File: config.mk
export PLATFORM = sky130hd
export DESIGN_NAME = sad_scan_controller
export DESIGN_NICKNAME = d
export VERILOG_FILES = /design/src/rtl/sad_pkg.sv /design/src/rtl/sad_result_reg.sv /design/src/rtl/sad_scan_controller.sv
export SDC_FILE = /design/constraint.sdc
export NUM_CORES = 1
export LEC_CHECK = 0
export CORE_AREA = 2 2 489 491
export DETAILED_ROUTE_END_ITERATION = 8
export DIE_AREA = 0 0 491 493
export SYNTH_ARGS = -nofsm -noshare
export SYNTH_HDL_FRONTEND = slang
export SYNTH_HIERARCHICAL = 1
export SYNTH_SLANG_ARGS = --single-unit
File: constraint.sdc
create_clock -name clk -period 2.3 [get_ports clk]
set_input_delay 0.46 -clock clk [delete_from_list [all_inputs] [get_ports clk]]
set_output_delay 0.46 -clock clk [all_outputs]
set_load 0.01 [all_outputs]
File: src/rtl/sad_pkg.sv
// rtl/sad_pkg.sv - shared constants and scan state type for the SAD scan controller
package sad_pkg;
   localparam int IMG_W      = 640;
   localparam int IMG_H      = 480;
   localparam int TPL_W      = 40;
   localparam int TPL_H      = 40;
   localparam int N_FLAG     = IMG_W - TPL_W;
   localparam int SAD_THRESH = 500;
   localparam int PIPE_LAT   = 2;
   localparam int ROW_AW     = $clog2(IMG_H);
   localparam int TPL_AW     = $clog2(TPL_W * TPL_H);

   typedef enum logic [2:0] {
      S_IDLE,
      S_CLEAR,
      S_FETCH,
      S_STREAM,
      S_ROWCHG,
      S_WAIT,
      S_REPORT,
      S_DONE
   } scan_state_t;
endpackage

File: src/rtl/sad_result_reg.sv
// rtl/sad_result_reg.sv - window result capture register with valid/ready hold
module sad_result_reg #(
   parameter int N_FLAG = 600,
   parameter int ROW_AW = 9
) (
   input  logic              clk,
   input  logic              rst,
   input  logic              clear,
   input  logic              capture,
   input  logic [N_FLAG-1:0] flags_in,
   input  logic [ROW_AW-1:0] row_in,
   input  logic              ready,
   output logic              valid,
   output logic [N_FLAG-1:0] flags,
   output logic [ROW_AW-1:0] row
);
   // Flags and row only load on capture, so they stay frozen under backpressure.
   always_ff @(posedge clk or negedge rst) begin
      if (!rst) begin
         valid <= 1'b0;
         flags <= '0;
         row   <= '0;
      end else if (clear) begin
         valid <= 1'b0;
      end else if (capture) begin
         valid <= 1'b1;
         flags <= flags_in;
         row   <= row_in;
      end else if (valid && ready) begin
         valid <= 1'b0;
      end
   end
endmodule

File: src/rtl/sad_scan_controller.sv
// rtl/sad_scan_controller.sv - window sequencer for the vertical SAD processor array
module sad_scan_controller #(
   parameter int IMG_H    = sad_pkg::IMG_H,
   parameter int TPL_W    = sad_pkg::TPL_W,
   parameter int TPL_H    = sad_pkg::TPL_H,
   parameter int N_FLAG   = sad_pkg::N_FLAG,
   parameter int PIPE_LAT = sad_pkg::PIPE_LAT,
   parameter int ROW_AW   = sad_pkg::ROW_AW,
   parameter int TPL_AW   = sad_pkg::TPL_AW
) (
   input  logic              clk,
   input  logic              rst,
   input  logic              start,
   input  logic              abort,
   output logic              busy,
   output logic              done,
   output logic              img_row_req,
   output logic [ROW_AW-1:0] img_row_addr,
   input  logic              img_row_valid,
   output logic [TPL_AW-1:0] tpl_addr,
   output logic              tpl_en,
   output logic              change_row,
   output logic              pe_clear,
   input  logic [N_FLAG-1:0] sad_flag_in,
   output logic              result_valid,
   input  logic              result_ready,
   output logic [ROW_AW-1:0] result_row,
   output logic [N_FLAG-1:0] result_flags
);
   import sad_pkg::*;

   localparam int T_W = (TPL_H > 1) ? $clog2(TPL_H) : 1;
   localparam int C_W = (TPL_W > 1) ? $clog2(TPL_W) : 1;
   localparam int W_W = (PIPE_LAT > 1) ? $clog2(PIPE_LAT) : 1;

   localparam logic [ROW_AW-1:0] Y_LAST = ROW_AW'(IMG_H - TPL_H);
   localparam logic [T_W-1:0]    T_LAST = T_W'(TPL_H - 1);
   localparam logic [C_W-1:0]    C_LAST = C_W'(TPL_W - 1);
   localparam logic [W_W-1:0]    W_LAST = W_W'(PIPE_LAT - 1);

   scan_state_t       state;
   logic [ROW_AW-1:0] y;
   logic [T_W-1:0]    t;
   logic [C_W-1:0]    c;
   logic [W_W-1:0]    w;
   logic              capture;

   // Sample the array flags on the last wait cycle, PIPE_LAT after the final change_row.
   assign capture = (state == S_WAIT) && (w == W_LAST) && !abort;

   always_ff @(posedge clk or negedge rst) begin
      if (!rst) begin
         state        <= S_IDLE;
         busy         <= 1'b0;
         done         <= 1'b0;
         img_row_req  <= 1'b0;
         img_row_addr <= '0;
         tpl_addr     <= '0;
         tpl_en       <= 1'b0;
         change_row   <= 1'b0;
         pe_clear     <= 1'b0;
         y            <= '0;
         t            <= '0;
         c            <= '0;
         w            <= '0;
      end else if (abort) begin
         state       <= S_IDLE;
         busy        <= 1'b0;
         done        <= 1'b0;
         img_row_req <= 1'b0;
         tpl_en      <= 1'b0;
         change_row  <= 1'b0;
         pe_clear    <= 1'b0;
      end else begin
         done       <= 1'b0;
         pe_clear   <= 1'b0;
         change_row <= 1'b0;
         case (state)
            S_IDLE: begin
               if (start) begin
                  state    <= S_CLEAR;
                  busy     <= 1'b1;
                  y        <= '0;
                  pe_clear <= 1'b1;
               end
            end
            S_CLEAR: begin
               t            <= '0;
               img_row_req  <= 1'b1;
               img_row_addr <= y;
               state        <= S_FETCH;
            end
            S_FETCH: begin
               if (img_row_valid) begin
                  img_row_req <= 1'b0;
                  c           <= '0;
                  tpl_en      <= 1'b1;
                  tpl_addr    <= TPL_AW'(t) * TPL_AW'(TPL_W);
                  state       <= S_STREAM;
               end
            end
            S_STREAM: begin
               if (c == C_LAST) begin
                  tpl_en     <= 1'b0;
                  change_row <= 1'b1;
                  state      <= S_ROWCHG;
               end else begin
                  c        <= c + C_W'(1);
                  tpl_addr <= tpl_addr + TPL_AW'(1);
               end
            end
            S_ROWCHG: begin
               if (t != T_LAST) begin
                  t            <= t + T_W'(1);
                  img_row_req  <= 1'b1;
                  img_row_addr <= y + ROW_AW'(t) + ROW_AW'(1);
                  state        <= S_FETCH;
               end else begin
                  w     <= '0;
                  state <= S_WAIT;
               end
            end
            S_WAIT: begin
               if (w == W_LAST) begin
                  state <= S_REPORT;
               end else begin
                  w <= w + W_W'(1);
               end
            end
            S_REPORT: begin
               if (result_ready) begin
                  if (y != Y_LAST) begin
                     y        <= y + ROW_AW'(1);
                     pe_clear <= 1'b1;
                     state    <= S_CLEAR;
                  end else begin
                     busy  <= 1'b0;
                     done  <= 1'b1;
                     state <= S_DONE;
                  end
               end
            end
            S_DONE: begin
               state <= S_IDLE;
            end
            default: begin
               state <= S_IDLE;
            end
         endcase
      end
   end

   sad_result_reg #(
      .N_FLAG(N_FLAG),
      .ROW_AW(ROW_AW)
   ) u_result (
      .clk     (clk),
      .rst     (rst),
      .clear   (abort),
      .capture (capture),
      .flags_in(sad_flag_in),
      .row_in  (y),
      .ready   (result_ready),
      .valid   (result_valid),
      .flags   (result_flags),
      .row     (result_row)
   );
endmodule

Word-level counts from Yosys, hierarchy flattened
Cells that the tools add are included.
{"block": "word_totals", "inputBits": 606, "output_inout_bits": 636, "latchBits": 0, "mem_bits_rw": 0, "wordCells": 125, "romBits": 0, "reg_bits": 661, "mem_count": 0}
{"block": "op_classes", "n_bitwise": 1, "div_mod_pow": 0, "multipliers": 1, "magnitude_cmp": 0, "reduce_logical": 22, "n_eq_ne": 24, "add_sub_neg": 7, "shifts": 0, "muxes": 54}
{"op": "$mux 9", "n": 4}
{"op": "$pmux 9 s2", "n": 2}
{"op": "$mux 1", "n": 26}
{"op": "$mux 3", "n": 8}
{"op": "$pmux 3 s8", "n": 1}
{"op": "$pmux 6 s2", "n": 2}
{"op": "$mux 11", "n": 2}
{"op": "$pmux 11 s2", "n": 1}
{"op": "$ne 3x3->1 const B", "n": 7}
{"op": "$add 9x1->9 const B", "n": 2}
{"op": "$mux 6", "n": 3}
{"op": "$ne 2x2->1 const B", "n": 7}
{"op": "$add 6x1->6 const B", "n": 2}
{"op": "$eq 3x3->1 const B", "n": 4}
{"op": "$reduce_and 3->1", "n": 4}
{"op": "$add 11x1->11 const B", "n": 1}
{"op": "$reduce_and 5->1", "n": 2}
{"op": "$add 9x6->9", "n": 1}
{"op": "$ne 9x9->1 const B", "n": 1}
{"op": "$reduce_bool 3->1", "n": 3}
{"op": "$mul 6x3->8 const B", "n": 1}
{"op": "$pmux 1 s2", "n": 4}
{"op": "$reduce_and 4->1", "n": 2}
{"op": "$reduce_bool 2->1", "n": 4}
{"op": "other kinds (12)", "n": 15}

Longest topological paths before layout
Gate-level depths: netlist (run 1).
{"block": "depth", "ltp_word": 5, "ltp_mapped": 9}

Modules after synthesis
The synthesis (run 1) kept the hierarchy.
{"mod": "sad_result_reg", "instances": 1, "cells_each": 1291, "seq_area_each_um2": 15264.6, "area_each_um2": 23045.9}
{"mod": "sad_scan_controller", "instances": 1, "cells_each": 370, "seq_area_each_um2": 1276.2, "area_each_um2": 3235.6}

Worst setup path before layout (run 1)
No wires, ideal clock.
{"block": "synth_timing", "path_kind": "reg2reg", "start": "register t[1]", "end": "register tpl_addr[10]", "synth_period_minus_slack_ps": 2008, "stages_incl_launch_ff": 10, "path_slack_ps": 292, "n_path_buf": 0, "setup_ps": 77, "arrival_ps": 1930, "cell_sequence": "dfrtp_1 -> ha_1 -> ha_1 -> inv_1 -> fa_1 -> nand2b_1 -> a21oi_1 -> xor2_1 -> o22ai_1 -> a21oi_1"}
{"block": "synth_between", "elab_chain_len": 3}
{"element": "from (decl)", "line": "sad_scan_controller.sv:43", "rtl": "logic [T_W-1:0] t;"}
{"element": "from (signal assigned)", "line": "sad_scan_controller.sv:114", "rtl": "t <= t + T_W'(1);"}
{"element": "$mul 6x3->8", "line": "sad_scan_controller.sv:98", "rtl": "tpl_addr <= TPL_AW'(t) * TPL_AW'(TPL_W);"}
{"element": "$mux 11", "line": "sad_scan_controller.sv:94", "rtl": "if (img_row_valid) begin"}
{"element": "$pmux 11 s2", "line": "sad_scan_controller.sv:78", "rtl": "case (state)"}
{"element": "to (signal assigned)", "line": "sad_scan_controller.sv:98"}
{"element": "to (signal assigned)", "line": "sad_scan_controller.sv:109", "rtl": "tpl_addr <= tpl_addr + TPL_AW'(1);"}
{"element": "to (decl)", "line": "sad_scan_controller.sv:20", "rtl": "output logic [TPL_AW-1:0] tpl_addr,"}
Every way passes these cells. The select of a mux whose other input is x is not followed.
A chain may end at the register's enable or synchronous reset.

Worst setup path after layout (run 1)
{"block": "layout_timing", "start": "register u_result.flags[418]", "end": "output port result_flags[418]"}
{"element": "from (decl)", "line": "sad_result_reg.sv:14", "rtl": "output logic [N_FLAG-1:0] flags,"}
{"element": "from (signal assigned)", "line": "sad_result_reg.sv:27", "rtl": "flags <= flags_in;"}
{"element": "to (decl)", "line": "sad_scan_controller.sv:28", "rtl": "output logic [N_FLAG-1:0] result_flags"}
No word-level cell between the ends.

==> impl_metrics.ini, run 1 <==
[run_status]
status = completed

[global_route]
globalRouteMet1Util_pct = 17.1
grt-busiest-layer = met2
grtUsageMet2_pct = 27.2
grt_max_degree = 73
grt_pass1_vias = 21500
antenna_found_initial = 351
grt_pass1_wl_um = 261000
use_met3_pct = 12.6
grt_overflow = 0
grt_use_total_pct = 16.9

[power_and_ir_drop]
p_leak_nw = 20.8
peakVddDrop_uv = 518
powerDensity_nw_per_um2 = 625

[job]
drv_cap = 0

[floorplan]
start_util_pct = 11.1
die-height_um = 493
io_pins = 1242
dieArea_um2 = 242000
core_um2 = 237000
die_x_um = 491
num_rows = 179

[synthesis]
muxShareOfSynthArea_pct = 27.8
synth_fp_nets = 2288
synthCells = 1661
syn_area_per_cell_um2 = 15.8
synth-simple-area-share_pct = 2.66
yosys.cell_types.count = 54
synthAdderAreaFrac_pct = 1.06
ys_seq_elements = 661
synth_compound_area_share_pct = 2.66
seq_area_frac_synth_pct = 62.9
synthXorXnorAreaFrac_pct = 0.400
synthArstFlopShare_pct = 100
synth_edf_count = 0
synth_flop_cell = dfrtp_1
synth_top_family_by_area = multiplexers
synth_warnings = 6
syn_area_um2 = 26300

[sta]
setup_ws_ns = 0.0540
maxSlewViolCount = 0
setup-tns-final_ns = 0
whs_ns = 0.267
hold_viol = 0
max_freq_mhz = 445
tightest_slew_ns = 0.591
period_needed_ns = 2.25
finalCritPeriodShare_pct = 97.7
slew-limit-headroom_pct = 60.3
finalClockSkew_ns = 0.0445
rsz0062_at_grt = no
finalSetupViolations = 0

[clock_network]
clock_sinks = 661
clk_latency_ns = 0.72
clk_path_buf_depth = 3
numCtsBuffers = 87
h-tree-depth = 3
cts_tree = done
root_buffer = clkbuf_16
path_clk_slew_ns = 0.06

[cells_and_area]
finalNetCount = 3640
finish.utilization_pct = 19.4
syn2layout_area_growth_pct = 75.2
final_cell_mix = 1047 x clkdlybuf4s50_1, 655 x dfrtp_1, 512 x mux2_2
layout_commonest_cell = clkdlybuf4s50_1
instances_no_fill = 6314
drive_gt1_share_pct = 28.5

[setup_path]
cp_data_required_time_ns = 1.84
crit_arrival_ns = 1.79
cpPeakStageDelay_ns = 0.70
end_kind = output pin
crit_family = buffers and inverters
slowest_stage = clkdlybuf4s50_1
crit_buf_inv = 1
cp-start-kind = register
crit_chain = clkdlybuf4s50_1
cp_max_fo = 2
critPathKind = reg -> out

[place]
hpwl_um = 186000
place.gp.congestion = 0.937
pre_cts_slack_ns = -0.752
numPlacedInstances = 6088
portBuffers = 1241

[routing]
drt_wl_total_um = 211000
drtIter0Drc = 1187
via_per_inst = 3.37
drc_errors = 0
antenna_left = 0
wl_per_cell_um = 33.3
num_vias = 21200
firstDrtPassIters = 6

[worst_hold_path]
min_path_type = in -> async
==> cell type report <==
type                    instances  area, µm²
diodes                         69        173
clock buffers                 114       2410
well taps                    3167       3960
clock inverters                40        498
repair buffers               1346      13300
inverters                      19       71.3
flip-flops and latches        661      16500
fillers                     25800     191000
multi-input cells             898       9100
==> cells in the mapped netlist, types with 2 or more instances <==
cell type,n,area [µm²]
a22o_1,4,35.0
o21a_1,4,30.0
o21ai_1,28,140
a21o_1,4,30.0
fa_1,2,40.0
mux2i_1,3,30.0
nand2_1,36,135
or3_1,2,12.5
or3b_1,2,17.5
nand3_1,13,65.1
dfrtp_1,661,16500
a31oi_1,4,25.0
and2_1,3,18.8
nand4b_1,2,17.5
xor2_1,5,43.8
o22ai_1,6,37.5
mux2_2,512,5770
and3_1,7,43.8
ha_1,19,238
a2bb2oi_1,3,26.3
a21oi_1,22,110
clkbuf_1,11,41.3
inv_2,2,7.51
nand2b_1,7,43.8
buf_2,17,85.1
or2_1,2,12.5
nand4_1,2,12.5
o31ai_1,6,45.0
nor2_1,35,131
xnor2_1,7,61.3
nor2b_1,12,75.1
nor3_1,12,60.1
buf_4,41,308
buf_6,14,158
o21ai_0,12,60.1
mux2_4,100,1500
nor4_1,3,18.8
a211oi_1,3,22.5
inv_1,17,63.8
a32o_1,2,20.0
==> layer usage <==
metal  wire length (µm)  part of all wire [%]  up-vias
li1                   -                     -     8764
met1              71900                    34    10400
met2              96300                    46     1344
met3              34400                    16      549
met4               6540                   3.1      228
met5               1400                  0.66        -
==> report_power, final <==
| group | total (mW) | switching [mW] | internal, mW |
|---|---|---|---|
| logic | 2.66 | 1.17 | 1.49 |
| registers | 12.0 | 0.161 | 11.8 |
| clock network | 14.1 | 5.85 | 8.30 |
==> through the flow <==
step / total power, mW / instance area, µm²
4_1_cts: 29.5 / 45800
6_report: 28.8 / 46100
5_1_grt: 30.0 / 45900
2_1_floorplan: 12.7 / 26300
3_3_place_gp: 14.9 / 43200
3_5_place_dp: 14.8 / 43200
==> worst paths after layout <==
path                                           from                   to  slack (ns)  cells past startpoint
worst max-delay path            u_result/flags[418]    result_flags[418]        0.05                      1
worst min-delay path                            rst  u_result/flags[534]        0.27                      2
worst min register to register      img_row_addr[1]      img_row_addr[1]        0.50                      2
min in group clk                    sad_flag_in[16]   u_result/flags[16]        0.35                      2
worst max register to register                 t[3]      img_row_addr[5]        0.16                      8
max in group asynchronous                       rst  u_result/flags[278]        1.08                      4
==> timing repair <==
| action | in CTS | in global routing |
|---|---|---|
| pin swaps | 0 | 3 |
| hold buffers | 1 | 0 |
| gates resized for setup | 191 | 7 |
| buffers inserted | 0 | 2 |
| setup endpoints to repair | 191 | 52 |
| cloned | 0 | 0 |
| endpoints found under the hold margin | 13 | 0 |
==> logic make-up after synthesis <==
kind of cell             count (synthesis)
AO/OA/AOI/OAI                          108
multiplexers                           615
flip-flops                             661
buffers and inverters                  102
adder cells (fa/ha/maj)                 21
XOR/XNOR                                12
AND/OR/NAND/NOR                        142
==> registers in the layout, summed over array words and instances, names as in the netlist, 3 cells and up <==
| name | cells |
|---|---|
| c | 6 |
| tpl_addr | 11 |
| state | 3 |
| y | 9 |
| u_result/flags | 600 |
| u_result/row | 9 |
| img_row_addr | 9 |
| t | 6 |
No activity file was read; power rests on OpenSTA's default activity.
==> run 2, diff against run 1 <==
--- a/config.mk
+++ b/config.mk
@@ -5,9 +5,9 @@
 export SDC_FILE = /design/constraint.sdc
 export NUM_CORES = 1
 export LEC_CHECK = 0
-export CORE_AREA = 2 2 489 491
+export CORE_AREA = 2 2 480 482
 export DETAILED_ROUTE_END_ITERATION = 8
-export DIE_AREA = 0 0 491 493
+export DIE_AREA = 0 0 482 484
 export SYNTH_ARGS = -nofsm -noshare
 export SYNTH_HDL_FRONTEND = slang
 export SYNTH_HIERARCHICAL = 1
==> constraint.sdc (replaced) <==
create_clock -name clk -period 2.8 [get_ports clk]
set_input_delay 0.56 -clock clk [delete_from_list [all_inputs] [get_ports clk]]
set_output_delay 0.56 -clock clk [all_outputs]
set_load 0.01 [all_outputs]
==> impl_metrics.ini, run 2 (synthesis gave the netlist of run 1 again) <==
[setup_path]
end_kind = output pin
cp_data_required_time_ns = 2.24
reg2reg_depth = 9
cp-start-kind = register
regToRegSetupSlack_ns = 0.43
crit_family = buffers and inverters
slowest_stage = clkdlybuf4s50_1
critPathKind = reg -> out
cp_max_fo = 2
crit_buf_inv = 1
crit_arrival_ns = 1.91
reg2reg_from = t[1]
r2r-end = tpl_addr[10]
cpPeakStageDelay_ns = 0.82
crit_chain = clkdlybuf4s50_1

[cells_and_area]
drive_gt1_share_pct = 28.1
layout_commonest_cell = clkdlybuf4s50_1
multiInputGateArea_um2 = 9080
syn2layout_area_growth_pct = 75.7
seq_area_um2 = 16500
fin_area_um2 = 46200
finalNetCount = 3637
reg.largest.list = u_result/flags: 600 flops, tpl_addr: 11 flops
largest_reg_flops = 600
final_cell_mix = 1238 x clkdlybuf4s50_1, 661 x dfrtp_1, 512 x mux2_2
n_fill_cell = 24600
finish.utilization_pct = 20.2
regMostFlops = u_result/flags

[worst_hold_path]
worstHoldPathCells = 2
hp-start = sad_flag_in[460]
min_path_type = in -> reg
hold_end = u_result/flags[460]

[place]
portBuffers = 1241
hpwl_um = 170000
placed_area_um2 = 43000
place.gp.congestion = 0.930

[sta]
whs_ns = 0.440
finalCritPeriodShare_pct = 88.2
hold_viol = 0
max_freq_mhz = 405
period_needed_ns = 2.47
finalSetupViolations = 0
rsz0062_at_grt = no
slew-limit-headroom_pct = 38.7
tightest_slew_ns = 0.913
maxSlewViolCount = 0
finalClockSkew_ns = 0.0390

[floorplan]
start_util_pct = 11.5
die_x_um = 482
io_pins = 1242
core_um2 = 229000
num_rows = 176
die-height_um = 484
dieArea_um2 = 233000

[routing]
firstDrtPassIters = 5
wl_met2_um = 86800
drt_wl_total_um = 193000
via_per_inst = 3.43
highest_layer = met5
wl_met1_um = 68800
num_vias = 21100
drtIter0Drc = 1337
wl_per_cell_um = 31.4
drc_errors = 0
route.met3.wl_um = 31200
antenna_left = 0

[job]
drv_cap = 0

[global_route]
antenna_found_initial = 288
grt_pass1_vias = 21100
grt_use_total_pct = 16.0
grt_pass1_wl_um = 239000
grt_overflow = 0
grt_max_degree = 70

[clock_network]
path_clk_slew_ns = 0.07
h-tree-depth = 3
clk_latency_ns = 0.72
clock_sinks = 661
numCtsBuffers = 88
clk_path_buf_depth = 3
cts.repair.resized = 0
cts_tree = done
postCtsSetupBuffers = 0
root_buffer = clkbuf_16

[power_and_ir_drop]
peakVddDrop_uv = 391
power.total_mw = 23.9
p_leak_nw = 19.9
powerDensity_nw_per_um2 = 517

[run_status]
status = completed
[run 2: metal layers]
| metal | global-route usage [%] | vias up |
|---|---|---|
| met1 | 17.2 | 10400 |
| met5 | 0 | - |
| met4 | 3.81 | 194 |
| met3 | 11.1 | 438 |
| met2 | 25.5 | 1308 |
| li1 | - | 8757 |
[run 2: per-stage QoR]
step	setup WS, ns	std cells	setup TNS, ns
floorplan	0.736	1661	0
global route	0.159	6118	0
finish	0.330	6164	0
global placement	-0.355	5945	-153.21
detailed placement	-0.301	5945	-115.67
CTS	0.0985	6109	0
[run 2: final cells by class]
type / instances / share of cell area [%]
diodes: 55 / 0.298
clock buffers: 123 / 5.38
clock inverters: 40 / 1.21
inverters: 19 / 0.154
multi-input cells: 898 / 19.7
flip-flops and latches: 661 / 35.8
well taps: 3026 / 8.20
repair buffers: 1342 / 29.3
[run 2: how the worst max path moves through the flow]
stage | startpoint | endpoint | slack, ns | cells after the start
2_1_floorplan | abort | u_result/flags[484] | 0.74 | 9
3_3_place_gp | abort | u_result/flags[514] | -0.35 | 9
3_5_place_dp | abort | u_result/flags[489] | -0.30 | 9
4_1_cts | u_result/flags[389] | result_flags[389] | 0.1 | 1
5_1_grt | u_result/flags[389] | result_flags[389] | 0.16 | 1
6_report | u_result/flags[465] | result_flags[465] | 0.33 | 1
[run 2: what timing repair did]
item                                    CTS  global route
hold buffers                              1             0
endpoints found under the setup margin    0             0
endpoints found under the hold margin    13             0
[run 2: report_power, final]
| group | internal (mW) | leakage (nW) | switching (mW) |
|---|---|---|---|
| clock | 7.10 | 1.48 | 4.87 |
| sequential | 9.69 | 9.21 | 0.129 |
| combinational | 1.20 | 9.25 | 0.895 |
| total | 18.0 | 19.9 | 5.90 |
==> run 3, diff against run 2 <==
--- a/config.mk
+++ b/config.mk
@@ -8,6 +8,7 @@
 export CORE_AREA = 2 2 480 482
 export DETAILED_ROUTE_END_ITERATION = 8
 export DIE_AREA = 0 0 482 484
+export GPL_TIMING_DRIVEN = 0
 export SYNTH_ARGS = -nofsm -noshare
 export SYNTH_HDL_FRONTEND = slang
 export SYNTH_HIERARCHICAL = 1
==> impl_metrics.ini, run 3 (synthesis gave the netlist of run 1 again) <==
[run_status]
status = completed

[floorplan]
dieArea_um2 = 233000
core_um2 = 229000
start_util_pct = 11.5
num_rows = 176
die-height_um = 484
die_x_um = 482
io_pins = 1242

[sta]
whs_ns = 0.367
slew-limit-headroom_pct = 46.7
hold_viol = 0
finalClockSkew_ns = 0.0384
maxSlewViolCount = 0
rsz0062_at_grt = no
finalSetupViolations = 0
setup-tns-final_ns = 0
setup_ws_ns = 0.162
period_needed_ns = 2.64
finalCritPeriodShare_pct = 94.2
tightest_slew_ns = 0.802
max_freq_mhz = 379

[routing]
wl_per_cell_um = 32.4
firstDrtPassIters = 5
drt_wl_total_um = 199000
drtIter0Drc = 1289
num_vias = 21000
antenna_left = 0
via_per_inst = 3.43
drc_errors = 0

[setup_path]
cp-start-kind = register
crit_arrival_ns = 3.24
cp_data_required_time_ns = 3.40
startpoint = state[2]
cp_max_fo = 10
end_kind = register
critPathKind = reg -> reg
reg2reg_from = state[2]

[clock_network]
root_buffer = clkbuf_16
clock_sinks = 661
postCtsSetupBuffers = 0
clk_latency_ns = 0.74
path_clk_slew_ns = 0.06
h-tree-depth = 3
clk_path_buf_depth = 3
cts_tree = done
numCtsBuffers = 86

[cells_and_area]
layout_commonest_cell = clkdlybuf4s50_1
finish.utilization_pct = 20.1
n_fill_cell = 24700
reg.largest.list = u_result/flags: 600 flops, tpl_addr: 11 flops
regMostFlops = u_result/flags
drive_gt1_share_pct = 27.4
final_cell_mix = 1233 x clkdlybuf4s50_1, 660 x dfrtp_1, 512 x mux2_2
syn2layout_area_growth_pct = 74.6
finalNetCount = 3624
instances_no_fill = 6137
largest_reg_flops = 600

[global_route]
grt_pass1_wl_um = 245000
antenna_found_initial = 217
grt_pass1_vias = 21000
grt_overflow = 0
grt_max_degree = 114
grt_use_total_pct = 16.5

[place]
pre_cts_slack_ns = -0.836
numPlacedInstances = 5934
place.gp.congestion = 0.985
hpwl_um = 175000
portBuffers = 1241

[power_and_ir_drop]
powerDensity_nw_per_um2 = 525
p_leak_nw = 19.9
peakVddDrop_uv = 438

[job]
drv_cap = 0

[worst_hold_path]
min_path_type = in -> async
## run 3: changes by cell type in the layout (fill, tap and decap cells not counted), moves of 3 or more
cell / delta
buf_12: -25
buf_16: +6
buf_2: +11
buf_4: -32
buf_6: +15
bufinv_16: +3
clkbuf_1: +8
clkdlybuf4s50_1: -5
clkinv_4: -4
diode_2: -9
dlygate4sd2_1: +7
## run 3: power by group
group | internal [mW] | leakage (nW) | switching (mW) | total, mW
registers | 9.69 | 9.21 | 0.128 | 9.81
logic | 1.14 | 9.19 | 0.948 | 2.09
clock network | 7.27 | 1.49 | 4.92 | 12.2
total | 18.1 | 19.9 | 5.99 | 24.1
## run 3: area by class of cell
cell class	instances	area [µm²]	share of cell area (%)
flip-flops and latches	661	16500	36.1
repair buffers	1248	12600	27.5
multi-input cells	898	9090	19.8
well taps	3026	3790	8.25
clock buffers	119	2450	5.33
clock inverters	37	618	1.35
plain buffers	83	618	1.35
diodes	46	115	0.251
inverters	19	71.3	0.155
## run 3: per-stage QoR
stage | instance area, µm² | power (mW)
3_5_place_dp | 42700 | 12.1
2_1_floorplan | 26300 | 10.5
3_3_place_gp | 42500 | 12.1
5_1_grt | 45800 | 25.1
4_1_cts | 45800 | 24.6
6_report | 45900 | 24.1
## run 3: path summary, 6_finish.rpt
| check | to | slack [ns] | depth (start not counted) |
|---|---|---|---|
| max in group asynchronous | u_result/flags[127] | 0.36 | 5 |
| max reg2reg | u_result/flags[509] | 0.16 | 9 |
| min | u_result/flags[347] | 0.37 | 2 |
| max | u_result/flags[509] | 0.16 | 9 |
| min in group clk | u_result/flags[1] | 0.43 | 2 |
| min reg2reg | img_row_addr[8] | 0.50 | 2 |
## run 3: critical path, cell delays in order, from the launching register on
cell,delay [ns]
dfrtp_2,0.43
clkbuf_4,0.22
nand2b_1,0.20
nor3_4,0.22
nor2b_2,0.18
buf_6,0.20
buf_6,0.24
buf_8,0.22
buf_6,0.22
mux2_4,0.32
## run 3: routing by layer
metal	part of all wire (%)	wire length, µm	track usage [%]	vias to the layer above
met5	0.53	1060	0	-
met3	13	26800	9.35	422
met4	3.1	6260	4.84	158
met1	38	76200	19.0	10500
met2	45	88800	25.9	1216
li1	-	-	-	8683
## run 3: repair_timing
item / in CTS / in global routing
endpoints found under the hold margin: 68 / 0
cloned: 0 / 0
setup endpoints to repair: 537 / 483
gates resized for setup: 15 / 5
hold buffers: 1 / 0
==> RTL change 1, RTL diff (flow settings as in run 2) <==
Set the package constant `PIPE_LAT` to 4 (it was 2).
--- a/src/rtl/sad_pkg.sv
+++ b/src/rtl/sad_pkg.sv
@@ -8,3 +8,3 @@
    localparam int SAD_THRESH = 500;
-   localparam int PIPE_LAT   = 2;
+   localparam int PIPE_LAT   = 4;
    localparam int ROW_AW     = $clog2(IMG_H);
Check against the original RTL: no difference found for any inputs over 4 cycles, from zero or initial values and one cycle with rst low; that may be too few to reach the edited logic, so the function may still have changed.
==> RTL change 1 against run 2 <==
  * Sequential cell count up 1
  * Wire length down 0.98%
  * Synthesized area up 0.61%
  * Worst setup slack worse by 14 ps
  * Cell area about the same
  * Count of clock-buffer cells in the layout down 1
  * Via count up 0.95%
  * Total power up 0.44%
  * Critical path type unchanged
  * Highest routed layer unchanged
==> RTL change 1: results (changes against run 2) <==
| Metric | Value |
|---|---|
| Clock buffer count from CTS | 87 (was 88) |
| Synth Area in XOR/XNOR | 0.364% (was 0.400%) |
| Worst Tran Pin Value | 608 ps (was 913 ps) |
| Synthesized instance count | 1684 (was 1661) |
| Status | finished clean (unchanged) |
| Clk_lat worst skew | 740 ps (was 720 ps) |
| Yosys cell types | 66 (was 54) |
| Mux cell area share after synthesis | 27.5% (was 27.8%) |
| Initial antenna violation count | 308 (was 288) |
| Vias | 21300 (was 21100) |
| Clock skew | 33.6 ps (was 39.0 ps) |
| Final net count | 3641 (was 3637) |
| Largest net degree at the start of global routing | 94 (was 70) |
| First-pass GRT wire length | 238000 um (was 239000 um) |
| Post-CTS setup buffer count | 0 (unchanged) |
| Clock-pin slew on the worst setup and hold paths | 60 ps |
| Top flop regs | u_result/flags: 600 flops, tpl_addr: 11 flops (unchanged) |
| Max stage delay on crit path | 830 ps |
| Clock Tree Buf Depth | 3 (unchanged) |
| Detailed placement HPWL | 168000 um (was 170000 um) |
| Post-synthesis compound-gate area fraction | 2.42% (was 2.66%) |
| Routed wire length | 192000 um (was 193000 um) |
| Root Buffer | clkbuf_16 (unchanged) |
| Hold crit path type | primary input to asynchronous set/reset pin (was primary input to register) |
| Largest cells by area after synthesis | dfrtp_1 (63%), mux2_2 (22%), mux2_4 (5.7%), buf_4 (1.2%), ha_1 (0.95%) (was dfrtp_1 (63%), mux2_2 (22%), mux2_4 (5.7%), buf_4 (1.2%), ha_1 (0.90%)) |
| Dpl cells | 5949 (was 5945) |
| DR iter-0 viols | 1229 (was 1337) |
| Worst Path Arrival | 1920 ps |
| PortBufs | 1241 (unchanged) |
| # fillers | 24600 (about the same) |
| Post-synthesis sequential area ratio | 62.7% (was 62.9%) |
| Synth Warn # | 6 (unchanged) |
| Gr usage total | 15.9% (was 16.0%) |
| RD Place Congestion | 0.866 (was 0.930) |
| Static leakage | 19.9 nW (about the same) |
| Top delay family on crit path | buffers and inverters (unchanged) |
| Share of cells above drive strength 1 | 27.7% (was 28.1%) |
| IR drop worst, VDD | 0.440 mV (was 0.391 mV) |
| Synth Area in Adders | 1.10% (was 1.06%) |
| Synthesized net count | 2312 (was 2288) |
| Commonest cells in the netlist | dfrtp_1 (662), mux2_2 (509), mux2_4 (100) (was dfrtp_1 (661), mux2_2 (512), mux2_4 (100)) |
| Async SR Flop Fraction | 100% (unchanged) |
| Drt wl/cell | 31.1 um (was 31.4 um) |
==> RTL change 1: cell count changes in the layout (fill, tap and decap cells not counted), moves of 5 or more <==
cell	run 2	this run
nand3_1	13	21
buf_4	76	60
o21ai_1	28	23
a21oi_1	22	33
==> RTL change 1: cell type report <==
class                   count  area share [%]
diodes                     58           0.314
clock inverters            37            1.11
clock buffers             122            5.41
flip-flops and latches    662            35.9
multi-input cells         919            19.9
repair buffers           1329            29.1
well taps                3026            8.20
inverters                  14           0.114
==> RTL change 1: power by group <==
part           total (W)  internal, W  switching (W)
registers        0.00991      0.00973       0.000179
logic            0.00217      0.00124       0.000929
clock network     0.0119      0.00696        0.00494
==> RTL change 1: cell families (layout without fill, tap and decap cells) <==
kind of cell | after synthesis | count (layout)
other | 0 | 58
flip-flops | 662 | 662
XOR/XNOR | 11 | 11
AND/OR/NAND/NOR | 165 | 165
buffers and inverters | 103 | 1502
AO/OA/AOI/OAI | 108 | 108
multiplexers | 613 | 613
adder cells (fa/ha/maj) | 22 | 22
==> RTL change 1: through the flow <==
step | setup slack, ps | utilization (%) | setup TNS, ps | cell area, um2
after CTS | 178 | 20.1 | 0 | 46100
after detailed placement | -145 | 18.8 | -33750 | 43000
after global placement | -106 | 18.8 | -20540 | 43000
after floorplan | 574 | - | 0 | 26400
after global routing | 240 | 20.2 | 0 | 46100
final | 316 | 20.2 | 0 | 46200
==> RTL change 1: routing by layer <==
| metal | vias to the layer above | track usage [%] | part of all wire, % |
|---|---|---|---|
| met2 | 1307 | 25.4 | 45 |
| li1 | 8811 | - | - |
| met4 | 198 | 4.42 | 2.9 |
| met1 | 10500 | 17.4 | 36 |
| met3 | 477 | 10.0 | 15 |
| met5 | - | 0 | 0.65 |
==> RTL change 1: worst paths after layout <==
kind / startpoint / to / slack [ps] / depth (start not counted)
setup / recovery: u_result/flags[306] / result_flags[306] / 320 / 1
max in group asynchronous: rst / u_result/flags[257] / 1410 / 4
setup reg to reg: t[3] / tpl_addr[10] / 450 / 9
hold reg to reg: img_row_addr[0] / img_row_addr[0] / 490 / 1
hold / removal: rst / u_result/flags[299] / 400 / 2
min in group clk: sad_flag_in[43] / u_result/flags[43] / 430 / 2
==> RTL change 1: timing repair <==
action,4_1_cts,5_1_grt
hold buffers,1,0
hold endpoints to repair,27,0
resized for setup,0,0
==> RTL change 2, RTL diff (settings of run 2) <==
Without the edit above. Re-encode `scan_state_t` (8 states) as one-hot, 8 bits wide.
--- a/src/rtl/sad_pkg.sv
+++ b/src/rtl/sad_pkg.sv
@@ -12,11 +12,11 @@
 
-   typedef enum logic [2:0] {
-      S_IDLE,
-      S_CLEAR,
-      S_FETCH,
-      S_STREAM,
-      S_ROWCHG,
-      S_WAIT,
-      S_REPORT,
-      S_DONE
+   typedef enum logic [7:0] {
+      S_IDLE   = 8'b00000001,
+      S_CLEAR  = 8'b00000010,
+      S_FETCH  = 8'b00000100,
+      S_STREAM = 8'b00001000,
+      S_ROWCHG = 8'b00010000,
+      S_WAIT   = 8'b00100000,
+      S_REPORT = 8'b01000000,
+      S_DONE   = 8'b10000000
    } scan_state_t;
Function: no difference found for any inputs over 4 cycles, from zero or initial values and one cycle with rst low; so few cycles prove little.
==> RTL change 2 against run 2 <==
  * Final cell count increased by 0.57%
  * Sequential cell count increased by 5
  * Via count increased by 1.3%
  * Wire length decreased by 2.2%
  * Cell area increased by 1.2%
  * Register-to-register slack got worse by 250 ps
  * Total power increased by 0.54%
  * First-iteration DRC count decreased by 12%
  * Worst setup slack got worse by 150 ps
  * Clock skew increased by 4.1 ps
  * Synthesized area increased by 1.6%
==> RTL change 2: results (changes against run 2) <==
| Metric | Value |
|---|---|
| Pre-CTS WS | -297 ps (was -301 ps) |
| RD Place Congestion | 0.905 (was 0.930) |
| 1st-pass router iterations | 4 (was 5) |
| CP Max Fanout | 15 (was 2) |
| Worst reg2reg startpoint | state[7] (was t[1]) |
| Clk_lat worst skew | 750 ps (was 720 ps) |
| Initial antenna violation count | 321 (was 288) |
| Normalized max-slew margin | 52.2% (was 38.7%) |
| Share of cells above drive strength 1 | 28.9% (was 28.1%) |
| Post-synthesis sequential area ratio | 62.4% (was 62.9%) |
| Drt wl/cell | 30.5 um (was 31.4 um) |
| First-pass GRT wire length | 235000 um (was 239000 um) |
| Final net count | 3665 (was 3637) |
| Dpl cells | 5972 (was 5945) |
| Vias/cell | 3.45 (was 3.43) |
| Largest net degree at the start of global routing | 81 (was 70) |
| IR drop worst, VDD | 0.421 mV (was 0.391 mV) |
| Gr usage total | 15.7% (was 16.0%) |
| Commonest cells in the netlist | dfrtp_1 (665), mux2_2 (509), mux2_4 (100) (was dfrtp_1 (661), mux2_2 (512), mux2_4 (100)) |
| Max stage delay on crit path | 490 ps (was 820 ps) |
| Worst Path Arrival | 3220 ps (was 1910 ps) |
| # fillers | 24600 (about the same) |
| Syn_area_per_cell | 15.8 um2 (about the same) |
| Final worst-path cycle share | 93.7% (was 88.2%) |
| Vias in the first global route | 21400 (was 21100) |
| Static leakage | 20.2 nW (was 19.9 nW) |
| Detailed placement HPWL | 167000 um (was 170000 um) |
| Yosys cell types | 75 (was 54) |
| Area of the multi-input gates | 9320 um2 (was 9080 um2) |
| Clock buffer count from CTS | 89 (was 88) |
| Internal | 0.0180 W (about the same) |
| Status | finished clean (unchanged) |
| Clock skew | 43.2 ps (was 39.0 ps) |
| Power Combinational | 0.00198 W (was 0.00209 W) |
| Top delay family on crit path | simple AND/OR/NAND/NOR gates (was buffers and inverters) |
RTL change 2: cell types whose count changed after synthesis, moves of 4 or more:
| cell | before | now |
|---|---|---|
| and2_1 | 3 | 9 |
| dfrtp_1 | 661 | 665 |
| nand2_1 | 36 | 22 |
| o22ai_1 | 6 | 2 |
| o21ai_1 | 28 | 24 |
| nor2b_1 | 12 | 6 |
| nor3_1 | 12 | 8 |
| buf_4 | 41 | 47 |
| o31ai_1 | 6 | 2 |
| and3_1 | 7 | 12 |
| xor2_1 | 5 | 9 |
| nor3b_1 | 0 | 6 |
| a31oi_1 | 4 | 8 |
RTL change 2: metrics by stage:
step | hold WS [ps] | instance area, um2
after floorplan | 264 | 26700
after global placement | 478 | 43400
after CTS | 295 | 46500
after detailed placement | 479 | 43400
final | 360 | 46700
after global routing | 366 | 46600
RTL change 2: area by class of cell:
cell class	count	area share, %
Clock buffer	112	5.27
Tap cell	3026	8.11
Sequential cell	666	35.7
Timing Repair Buffer	1350	29.1
Clock inverter	51	1.37
Antenna cell	63	0.337
Multi-Input combinational cell	914	20.0
Inverter	17	0.147
RTL change 2: kinds of logic (layout without fill, tap and decap cells):
kind of cell / Yosys count / in the layout / synth area share (%)
flip-flops: 666 / 666 / 62.4
multiplexers: 611 / 611 / 27.2
AND/OR/NAND/NOR: 147 / 147 / 3.11
AO/OA/AOI/OAI: 120 / 120 / 3.06
buffers and inverters: 106 / 1530 / 2.68
adder cells (fa/ha/maj): 21 / 21 / 1.04
XOR/XNOR: 15 / 15 / 0.492
other: 0 / 63 / 0
RTL change 2: layer usage:
metal	wire, um	track usage (%)
met5	1280	0
met2	86200	25.2
met3	30500	11.4
met4	6350	4.66
met1	64800	15.9
